==> src/rtl/muldiv_iter_pkg.sv <==
// -----------------------------------------------------------------------------
// muldiv_iter_pkg
// Shared encodings for the iterative multiply/divide unit: FSM state
// encoding, operation select values and the ready_o polarity.
// -----------------------------------------------------------------------------
package muldiv_iter_pkg;

    // Two-bit state encoding, also visible on the unit's debug output.
    typedef enum logic [1:0] {
        MD_IDLE = 2'd0,
        MD_BUSY = 2'd1,
        MD_DONE = 2'd2
    } md_state_e;

    // op_div_i values
    localparam logic MD_OP_MUL = 1'b0;
    localparam logic MD_OP_DIV = 1'b1;

    // ready_o polarity
    localparam logic DIV_RESULT_READY     = 1'b1;
    localparam logic DIV_RESULT_NOT_READY = 1'b0;

endpackage

==> src/rtl/md_sign_fix.sv <==
// -----------------------------------------------------------------------------
// md_sign_fix
// Combinational conditional two's-complement negate. With i_neg driven by
// the operand sign it yields the magnitude; with i_neg driven by the result
// sign it performs the final sign fix-up.
//   i_val  [W-1:0]  value in
//   i_neg           1 = negate
//   o_val  [W-1:0]  i_neg ? -i_val : i_val
// -----------------------------------------------------------------------------
module md_sign_fix #(
    parameter int W = 32
) (
    input  logic [W-1:0] i_val,
    input  logic         i_neg,
    output logic [W-1:0] o_val
);

    assign o_val = i_neg ? (~i_val + W'(1)) : i_val;

endmodule

==> src/rtl/muldiv_iter.sv <==
// -----------------------------------------------------------------------------
// muldiv_iter
// Iterative signed/unsigned multiply and divide sharing one datapath.
// One operand bit per cycle; WIDTH cycles per operation plus one DONE cycle.
//   clk, rst       clock, synchronous active-high reset
//   start_i        request; sampled only in IDLE (annul_i in the same cycle wins)
//   annul_i        cancel an operation in BUSY
//   op_div_i       0 = multiply, 1 = divide
//   signed_i       1 = two's-complement operands
//   opdata1_i/2_i  multiplicand/dividend, multiplier/divisor
//   busy_o         high in BUSY
//   ready_o        one-cycle pulse in DONE, result_o/dbz_o valid
//   result_o       {HI, LO}: product, or {remainder, quotient}
//   dbz_o          divide by zero; held until the next accepted start
//   dbg_state_o    current FSM state
//
// Handshake: an operation is accepted on a rising edge where the unit is IDLE,
// start_i=1 and annul_i=0. Exactly one ready_o pulse follows unless annul_i
// is seen in BUSY. result_o/dbz_o stay stable from DONE until the next
// accepted start (result_o also survives an annulled operation).
// -----------------------------------------------------------------------------
module muldiv_iter
    import muldiv_iter_pkg::*;
#(
    parameter int WIDTH = 32,
    parameter int CNT_W = $clog2(WIDTH) + 1
) (
    input  logic                 clk,
    input  logic                 rst,
    input  logic                 start_i,
    input  logic                 annul_i,
    input  logic                 op_div_i,
    input  logic                 signed_i,
    input  logic [WIDTH-1:0]     opdata1_i,
    input  logic [WIDTH-1:0]     opdata2_i,
    output logic                 busy_o,
    output logic                 ready_o,
    output logic [2*WIDTH-1:0]   result_o,
    output logic                 dbz_o,
    output logic [1:0]           dbg_state_o
);

    md_state_e            r_state;
    md_state_e            w_state_nxt;

    logic                 r_op_div;
    logic                 r_neg_res;     // product / quotient sign
    logic                 r_neg_rem;     // remainder follows dividend sign
    logic [WIDTH-1:0]     r_addend;      // |multiplicand| or |divisor|
    logic [2*WIDTH-1:0]   r_acc;         // MUL: {partial, multiplier}; DIV: {rem, quotient}
    logic [CNT_W-1:0]     r_cnt;
    logic [2*WIDTH-1:0]   r_result;
    logic                 r_dbz;

    logic                 w_neg_a;
    logic                 w_neg_b;
    logic [WIDTH-1:0]     w_mag_a;
    logic [WIDTH-1:0]     w_mag_b;
    logic                 w_accept;
    logic                 w_dbz;
    logic                 w_last;
    logic [WIDTH-1:0]     w_hi;
    logic [WIDTH-1:0]     w_lo;
    logic [WIDTH:0]       w_mul_sum;
    logic [WIDTH:0]       w_div_shift;
    logic [WIDTH:0]       w_div_diff;
    logic [2*WIDTH-1:0]   w_acc_nxt;
    logic [2*WIDTH-1:0]   w_prod_fix;
    logic [WIDTH-1:0]     w_quo_fix;
    logic [WIDTH-1:0]     w_rem_fix;
    logic [2*WIDTH-1:0]   w_final;

    // ---------------- operand magnitudes on entry ----------------
    assign w_neg_a = signed_i & opdata1_i[WIDTH-1];
    assign w_neg_b = signed_i & opdata2_i[WIDTH-1];

    md_sign_fix #(.W(WIDTH)) u_abs_a (.i_val(opdata1_i), .i_neg(w_neg_a), .o_val(w_mag_a));
    md_sign_fix #(.W(WIDTH)) u_abs_b (.i_val(opdata2_i), .i_neg(w_neg_b), .o_val(w_mag_b));

    assign w_accept = (r_state == MD_IDLE) & start_i & ~annul_i;
    assign w_dbz    = w_accept & (op_div_i == MD_OP_DIV) & (opdata2_i == '0);
    assign w_last   = (r_state == MD_BUSY) & ~annul_i & (r_cnt == CNT_W'(WIDTH - 1));

    // ---------------- one iteration ----------------
    assign w_hi        = r_acc[2*WIDTH-1:WIDTH];
    assign w_lo        = r_acc[WIDTH-1:0];
    assign w_mul_sum   = {1'b0, w_hi} + {1'b0, r_addend};
    // Remainder is always below the divisor, so WIDTH bits plus the incoming
    // dividend bit fit the (WIDTH+1)-bit trial value.
    assign w_div_shift = {w_hi, w_lo[WIDTH-1]};
    assign w_div_diff  = w_div_shift - {1'b0, r_addend};

    always_comb begin
        w_acc_nxt = r_acc;
        if (r_op_div == MD_OP_DIV) begin
            if (!w_div_diff[WIDTH])
                w_acc_nxt = {w_div_diff[WIDTH-1:0], w_lo[WIDTH-2:0], 1'b1};
            else
                w_acc_nxt = {w_div_shift[WIDTH-1:0], w_lo[WIDTH-2:0], 1'b0};
        end else begin
            // Shift-add: multiplier bits leave from the low half as the
            // product grows in from the top.
            if (w_lo[0])
                w_acc_nxt = {w_mul_sum, w_lo[WIDTH-1:1]};
            else
                w_acc_nxt = {1'b0, w_hi, w_lo[WIDTH-1:1]};
        end
    end

    // ---------------- sign fix-up into DONE ----------------
    md_sign_fix #(.W(2*WIDTH)) u_fix_prod (.i_val(w_acc_nxt), .i_neg(r_neg_res), .o_val(w_prod_fix));
    md_sign_fix #(.W(WIDTH)) u_fix_quo (.i_val(w_acc_nxt[WIDTH-1:0]), .i_neg(r_neg_res), .o_val(w_quo_fix));
    md_sign_fix #(.W(WIDTH)) u_fix_rem (.i_val(w_acc_nxt[2*WIDTH-1:WIDTH]), .i_neg(r_neg_rem), .o_val(w_rem_fix));

    assign w_final = (r_op_div == MD_OP_DIV) ? {w_rem_fix, w_quo_fix} : w_prod_fix;

    // ---------------- FSM ----------------
    always_ff @(posedge clk) begin
        if (rst) r_state <= MD_IDLE;
        else     r_state <= w_state_nxt;
    end

    always_comb begin
        w_state_nxt = r_state;
        busy_o      = 1'b0;
        ready_o     = DIV_RESULT_NOT_READY;
        dbg_state_o = r_state;
        unique case (r_state)
            MD_IDLE: begin
                if (w_dbz)         w_state_nxt = MD_DONE;
                else if (w_accept) w_state_nxt = MD_BUSY;
            end
            MD_BUSY: begin
                busy_o = 1'b1;
                if (annul_i)     w_state_nxt = MD_IDLE;
                else if (w_last) w_state_nxt = MD_DONE;
            end
            MD_DONE: begin
                ready_o     = DIV_RESULT_READY;
                w_state_nxt = MD_IDLE;
            end
            default: w_state_nxt = MD_IDLE;
        endcase
    end

    // ---------------- datapath registers ----------------
    always_ff @(posedge clk) begin
        if (rst) begin
            r_op_div  <= MD_OP_MUL;
            r_neg_res <= 1'b0;
            r_neg_rem <= 1'b0;
            r_addend  <= '0;
            r_acc     <= '0;
            r_cnt     <= '0;
            r_result  <= '0;
            r_dbz     <= 1'b0;
        end else if (w_accept) begin
            r_op_div  <= op_div_i;
            r_neg_res <= w_neg_a ^ w_neg_b;
            r_neg_rem <= w_neg_a;
            r_cnt     <= '0;
            if (op_div_i == MD_OP_DIV) begin
                r_acc    <= {{WIDTH{1'b0}}, w_mag_a};
                r_addend <= w_mag_b;
            end else begin
                r_acc    <= {{WIDTH{1'b0}}, w_mag_b};
                r_addend <= w_mag_a;
            end
            r_dbz <= w_dbz;
            if (w_dbz)
                r_result <= {opdata1_i, {WIDTH{1'b1}}};
        end else if ((r_state == MD_BUSY) && !annul_i) begin
            r_acc <= w_acc_nxt;
            r_cnt <= r_cnt + CNT_W'(1);
            if (w_last)
                r_result <= w_final;
        end
    end

    assign result_o = r_result;
    assign dbz_o    = r_dbz;

endmodule

==> config.mk <==
export PLATFORM = sky130hd
export DESIGN_NAME = muldiv_iter
export DESIGN_NICKNAME = d
export VERILOG_FILES = /design/src/rtl/muldiv_iter_pkg.sv /design/src/rtl/md_sign_fix.sv /design/src/rtl/muldiv_iter.sv
export SDC_FILE = /design/constraint.sdc
export NUM_CORES = 1
export LEC_CHECK = 0
export ABC_AREA = 1
export CAP_MARGIN = 20
export CORE_AREA = 2 2 221 223
export DETAILED_ROUTE_END_ITERATION = 12
export DIE_AREA = 0 0 223 225
export GPL_TIMING_DRIVEN = 0
export HOLD_SLACK_MARGIN = 0.06
export SYNTH_ARGS = -nofsm -noshare
export SYNTH_HDL_FRONTEND = slang
export SYNTH_HIERARCHICAL = 1
export SYNTH_SLANG_ARGS = --single-unit
==> constraint.sdc <==
create_clock -name clk -period 4.3 [get_ports clk]
set_input_delay 0.645 -clock clk [delete_from_list [all_inputs] [get_ports clk]]
set_output_delay 0.645 -clock clk [all_outputs]
set_load 0.005 [all_outputs]
* Word level (Yosys, flattened, before mapping)
Cells that the tools add are included.
** Cells by class
- Equality and inequality tests :: 6
- Reductions and logical operators :: 9
- Add/subtract/negate cells :: 8
- Mux-type cells :: 24
- Bitwise logic cells :: 15
** Operators with widths (number)
- $mux W64 :: 11
- $mux W32 :: 6
- $add A32 B1 Y32 const B :: 4
- $not A32 Y32 :: 4
- $add A64 B1 Y64 const B :: 1
- $not A64 Y64 :: 1
- $add A32 B32 Y33 :: 1
- $sub A33 B32 Y33 :: 1
- $logic_not A32 Y1 :: 1
- $and A1 B1 Y1 :: 8
- $mux W2 :: 4
- $add A6 B1 Y6 const B :: 1
- $eq A6 B5 Y1 const B :: 1
- $ne A3 B3 Y1 const B :: 2
- $pmux W2 S2 :: 1
- $reduce_bool A2 Y1 :: 2
- $reduce_and A3 Y1 :: 1
- $eq A2 B1 Y1 const B :: 1
- $eq A2 B2 Y1 const B :: 1
- $logic_not A2 Y1 :: 1
- $mux W1 :: 2
- $ne A2 B1 Y1 const B :: 1
- $reduce_and A2 Y1 :: 1
- $reduce_or A2 Y1 :: 1
- other kinds (4) :: 4
** Storage, ports and cells
- Input port bits :: 70
- Output and inout bits :: 69
- Bits in registers :: 172

* Logic depth before layout (Yosys ltp)
- Depth after elaboration :: 10
- Mapped depth :: 30

* Hierarchy
Netlist, hierarchy kept.
** By module, submodules not included
- muldiv_iter :: cells each 2383, area an instance 14402.6 µm², instances 1
- md_sign_fix (u_abs_a ...) :: cells each 227, area an instance 1108.6 µm², instances 4
- md_sign_fix (u_fix_prod) :: cells each 498, area an instance 2466.1 µm², instances 1

* Worst setup path before layout
OpenSTA, ideal clock, no wires.
- Path type :: reg-to-reg
- Start point :: register r_acc[31]
- End point :: register r_result[49] (netlist: result_o[49])
- Setup slack :: 0.838 ns
- Data required time :: 4.175 ns
- Arrival time :: 3.337 ns
- Setup time :: 0.125 ns
- Stages on the path, launching flop included :: 30
- Path buffers :: 1
- Period minus slack after synthesis :: 3.462 ns
- Path through :: dfxtp_1 > inv_1 > ha_1 > inv_1 > fa_1 > nand2_1 > nand2_1 > nand3_1 > nand2_2 > nand2_1 > nand2_2 > nand2_2 > nand2_2 > nand2_4 > nand2_4 > buf_12 > nand2_2 > nand3_2 > and2_1 > nor2_2 > nand2_2 > nor2_4 > nor2_4 > nor2_4 > nand2_1 > nand2_1 > nand2_1 > or2_2 > o211ai_1 > a31oi_1
** Between the ends
- Word-level cells in the longest chain between the ends :: 10
** Ends and longest elaborated chain
- from (decl) :: RTL line muldiv_iter.sv:50 : logic [2*WIDTH-1:0] r_acc;
- from (signal assigned) :: RTL line muldiv_iter.sv:163 : r_acc <= {{WIDTH{1'b0}}, w_mag_a};
- from (signal assigned) :: RTL line muldiv_iter.sv:166 : r_acc <= {{WIDTH{1'b0}}, w_mag_b};
- from (signal assigned) :: RTL line muldiv_iter.sv:173 : r_acc <= w_acc_nxt;
- $sub A33 B32 Y33 :: RTL line muldiv_iter.sv:91 : assign w_div_diff = w_div_shift - {1'b0, r_addend};
- $mux W64 :: RTL line muldiv_iter.sv:96 : if (!w_div_diff[WIDTH])
- $mux W64 :: RTL line muldiv_iter.sv:95 : if (r_op_div == MD_OP_DIV) begin
- net w_acc_nxt[34] :: RTL line muldiv_iter.sv:67 : logic [2*WIDTH-1:0] w_acc_nxt;
- $not A32 Y32 :: RTL line md_sign_fix.sv:18 : assign o_val = i_neg ? (~i_val + W'(1)) : i_val;
- $add A32 B1 Y32 :: RTL line md_sign_fix.sv:18
- $mux W32 :: RTL line md_sign_fix.sv:18
- net w_rem_fix[17] :: RTL line muldiv_iter.sv:70 : logic [WIDTH-1:0] w_rem_fix;
- $mux W64 :: RTL line muldiv_iter.sv:115 : assign w_final = (r_op_div == MD_OP_DIV) ? {w_rem_fix, w_quo_fix} : w_prod_fix;
- $mux W64 :: RTL line muldiv_iter.sv:175 : if (w_last)
- $mux W64 :: RTL line muldiv_iter.sv:172 : end else if ((r_state == MD_BUSY) && !annul_i) begin
- $mux W64 :: RTL line muldiv_iter.sv:157 : end else if (w_accept) begin
- to (signal assigned) :: RTL line muldiv_iter.sv:171 : r_result <= {opdata1_i, {WIDTH{1'b1}}};
- to (signal assigned) :: RTL line muldiv_iter.sv:176 : r_result <= w_final;
- to (decl) :: RTL line muldiv_iter.sv:52 : logic [2*WIDTH-1:0] r_result;
The timed path passes the listed nets, and every way through them passes these cells. The select of a mux whose other input is x is not followed.
A chain may end at the register's enable or synchronous reset.

* Final worst setup path
- Start point :: register r_op_div
- End point :: register r_result[63] (netlist: result_o[63])
** Between the ends
- Word-level cells in the longest chain between the ends :: 8
** Ends and longest elaborated chain
- from (decl) :: RTL line muldiv_iter.sv:46 : logic r_op_div;
- from (signal assigned) :: RTL line muldiv_iter.sv:158 : r_op_div <= op_div_i;
- $mux W64 :: RTL line muldiv_iter.sv:95
- net w_acc_nxt[31] :: RTL line muldiv_iter.sv:67
- $not A64 Y64 :: RTL line md_sign_fix.sv:18
- $add A64 B1 Y64 :: RTL line md_sign_fix.sv:18
- $mux W64 :: RTL line md_sign_fix.sv:18
- net w_prod_fix[63] :: RTL line muldiv_iter.sv:68 : logic [2*WIDTH-1:0] w_prod_fix;
- $mux W64 :: RTL line muldiv_iter.sv:115
- $mux W64 :: RTL line muldiv_iter.sv:175
- $mux W64 :: RTL line muldiv_iter.sv:172
- $mux W64 :: RTL line muldiv_iter.sv:157
The timed path passes the listed nets, and every way through them passes these cells. The select of a mux whose other input is x is not followed.

==> impl_metrics.json <==
{
  "dr_total_vias": 25400,
  "yosysSeqAreaShare": 0.162,
  "ant_nets": 0,
  "holdCritPathClass": "flop to flop",
  "htree_levels": 4,
  "skew_ns": 0.0144,
  "setup_repair_after_global_routing_missed_its_margin": "true",
  "regToRegStartpoint": "r_op_div",
  "fin_total_pwr_mw": 6.91,
  "area_delta_synth_final_pct": 15.9,
  "timing.critical_path.from_type": "flop",
  "async_set_or_reset_flop_fraction_in_the_synthesized_netlist": 0,
  "hold-worst-slack_ns": 0.464,
  "min_delay_worst_endpoint": "dbz_o",
  "timing.final.hold_violations": 0,
  "synthAdderAreaFrac": 0.0430,
  "route.final.wire_length_um": 101000,
  "hold-path-cell-count": 2,
  "setup.worst_path.end_class": "flop",
  "rows": 80,
  "global_route.overflow_total": 0,
  "antennaDiodeCount": 0,
  "netlist_instances": 3789,
  "post_synth_instance_area_um2": 21300,
  "number_of_enable_flip_flop_cells_after_synthesis": 0,
  "yosys-top-cells-count": "1,260 x nand2_1, 468 x inv_1, 410 x nor2_1, 218 x a21oi_1, 196 x nand3_1",
  "first_global_vias": 23000,
  "critical_path_arrival_ns": 4.68,
  "grt_antenna_before_repair": 1,
  "synth.ff_latch_count": 172,
  "floorplan.core_area_um2": 47500,
  "synth_xor_area_frac": 0.0468,
  "largest_family_of_logic_cells_by_synthesized_area": "simple AND/OR/NAND/NOR gates",
  "ys_top_cells_by_area": "nand2_1 22%, dfxtp_1 16%, inv_1 8.2%",
  "fp.dieH_um": 225,
  "nets": 4128,
  "detailed_place_hpwl_um": 84100,
  "reg2reg_to": "result_o[63]",
  "muxShareOfSynthArea": 0.0146,
  "finalWeightedCongestion": 1.07,
  "r2r_setup_slack_ns": 0.005,
  "initial_core_util": 0.448,
  "drt_first_iter_violations": 2706,
  "power.ir.vdd_worst_mv": 0.313,
  "share_of_the_synthesized_area_in_compound_gates_ao_oa_aoi_oai": 0.159,
  "synth-simple-area-share": 0.456,
  "max-clock-path-buffers": 2,
  "clkLatencyLatePin_ns": 0.51,
  "crit_required_ns": 4.68,
  "synth_ff_type": "dfxtp_1",
  "ctsHoldBuffers": 0,
  "cellLeakagePower_nw": 12.1,
  "min_from": "dbz_o",
  "clk_root_buffer_cell": "clkbuf_16",
  "numClockSinks": 172,
  "die_area_um2": 50200,
  "port_buffers": 137,
  "tritoncts": "yes",
  "min_period_over_period": 0.999,
  "wire_per_inst_um": 21.8,
  "synth_warnings": 6,
  "final.setup.tns_ns": 0,
  "run_status": "completed",
  "grt_util_all_layers": 0.396,
  "chipWidth_um": 223,
  "io-pin-count": 139,
  "synth_largest_area_cell": "nand2_1",
  "maxSlewHeadroom": 0.150,
  "tightest_slew_ns": 1.28,
  "max_cap_viol_count": 0,
  "power-per-cell-area_nw_per_um2": 280,
  "clk_pin_slew_ns": 0.08,
  "cts_inserted_buffers": 17,
  "maxClockFrequency_ghz": 0.233,
  "post_route_cells_drive_above_1_share": 0.119,
  "wire_length_of_the_first_global_routing_pass_um": 147000,
  "fillerInstances": 5291,
  "postLayoutSetupSlackWorst_ns": 0.00512,
  "worst-setup-path-type": "flop to flop",
  "drt_pre_antenna_iters": 6,
  "grt_start_max_net_pins": 19,
  "worst-path-max-fanout": 10,
  "yosys.cell_count.top_type": "nand2_1",
  "worstRegToRegCells": 12,
  "remaining_drc_errors": 0,
  "slew_violations": 0,
  "finalCriticalPeriod_ns": 4.29,
  "cell_variety_after_synth": 53,
  "avgSynthCellArea_um2": 5.62,
  "syn_nets": 3931,
  "synth.top_cell.area_share": 0.222,
  "dp_slack_ns": -0.525,
  "number_of_failing_setup_endpoints_in_the_final_timing_report": 0,
  "routed_via_density": 5.51
}
[worst max path at each step]
stage                            start      endpoint  slack, ns  cells past startpoint
final                         r_op_div  result_o[63]      0.005                     12
after global routing         r_acc[48]  result_o[57]      -0.02                     25
after CTS                 r_addend[21]  result_o[63]     0.0008                     22
after detailed placement  r_addend[25]  result_o[60]      -0.53                     24
after global placement    r_addend[25]  result_o[60]      -0.54                     24
after floorplan              r_acc[31]  result_o[49]       0.84                     29
[cell type report]
class | count | area [um2] | share of cell area
plain buffers | 141 | 688 | 0.0279
clock buffers | 19 | 453 | 0.0183
clock inverters | 13 | 173 | 0.00699
inverters | 484 | 1840 | 0.0744
multi-input cells | 2991 | 15700 | 0.634
flip-flops and latches | 172 | 3460 | 0.140
well taps | 615 | 769 | 0.0312
repair buffers | 179 | 1650 | 0.0670
[cells by family (layout without fill, tap and decap cells)]
logic type               after synthesis  count (layout)
AO/OA/AOI/OAI                        590             590
adder cells (fa/ha/maj)               72              72
buffers and inverters                626             836
flip-flops                           172             172
AND/OR/NAND/NOR                     2185            2185
multiplexers                          31              31
XOR/XNOR                             113             113
[report_power, final]
| part | leakage [nW] | switching (mW) | internal [mW] |
|---|---|---|---|
| clock network | 0.308 | 0.851 | 0.869 |
| logic | 10.4 | 2.39 | 1.07 |
| registers | 1.40 | 0.0820 | 1.65 |
[layer usage]
metal,GRT usage,wire length (um),up-vias
met4,0.255,7060,0
li1,-,-,12500
met3,0.0583,7440,264
met2,0.643,44800,1090
met5,0,0,-
met1,0.493,41400,11600
[state kept, by name (all words and copies together) (netlist names)]
| register | flops |
|---|---|
| r_op_div | 1 |
| r_addend | 32 |
| result_o | 64 |
| r_cnt | 6 |
| r_neg_res | 1 |
| r_neg_rem | 1 |
| dbg_state_o | 2 |
| r_acc | 64 |
| dbz_o | 1 |
[per-stage QoR]
step / instances / cell area [um2] / util
2_1_floorplan: 3789 / 21300 / -
3_3_place_gp: 4541 / 23400 / 0.493
3_5_place_dp: 4555 / 23500 / 0.495
4_1_cts: 4590 / 24300 / 0.511
5_1_grt: 4614 / 24700 / 0.519
6_report: 4614 / 24700 / 0.519
[worst max-delay path: stages (launching register included)]
cell and delay, ns:
dfxtp_1 0.76, clkbuf_1 0.95, a22oi_1 0.61, nor2_1 0.32, nand3_1 0.22, nor2_2 0.16
nand2_1 0.13, nor2_1 0.11, nand2_1 0.07, nand3b_1 0.11, nand2_2 0.11, o211ai_1 0.46
a31oi_1 0.14
[timing repair]
action | in CTS | in global routing
resized for setup | 74 | 74
endpoints found under the setup margin | 32 | 30
setup buffers | 4 | 20
hold endpoints to repair | 0 | 0
pin swaps | 6 | 21
[cells in the final DEF, fill, tap and decap left out, types with 59 or more instances in the layout]
cell                n
nand2_2            60
nand3_1           190
nand2_1          1247
nor2_1            375
inv_1             467
clkbuf_1           78
xnor2_1            59
a21oi_1           218
clkdlybuf4s50_1   137
nor2_2             67
o21ai_0           176
dfxtp_1           157
a31oi_1            66
ha_1               66
Note: power is estimated with default switching activity, not from simulation.
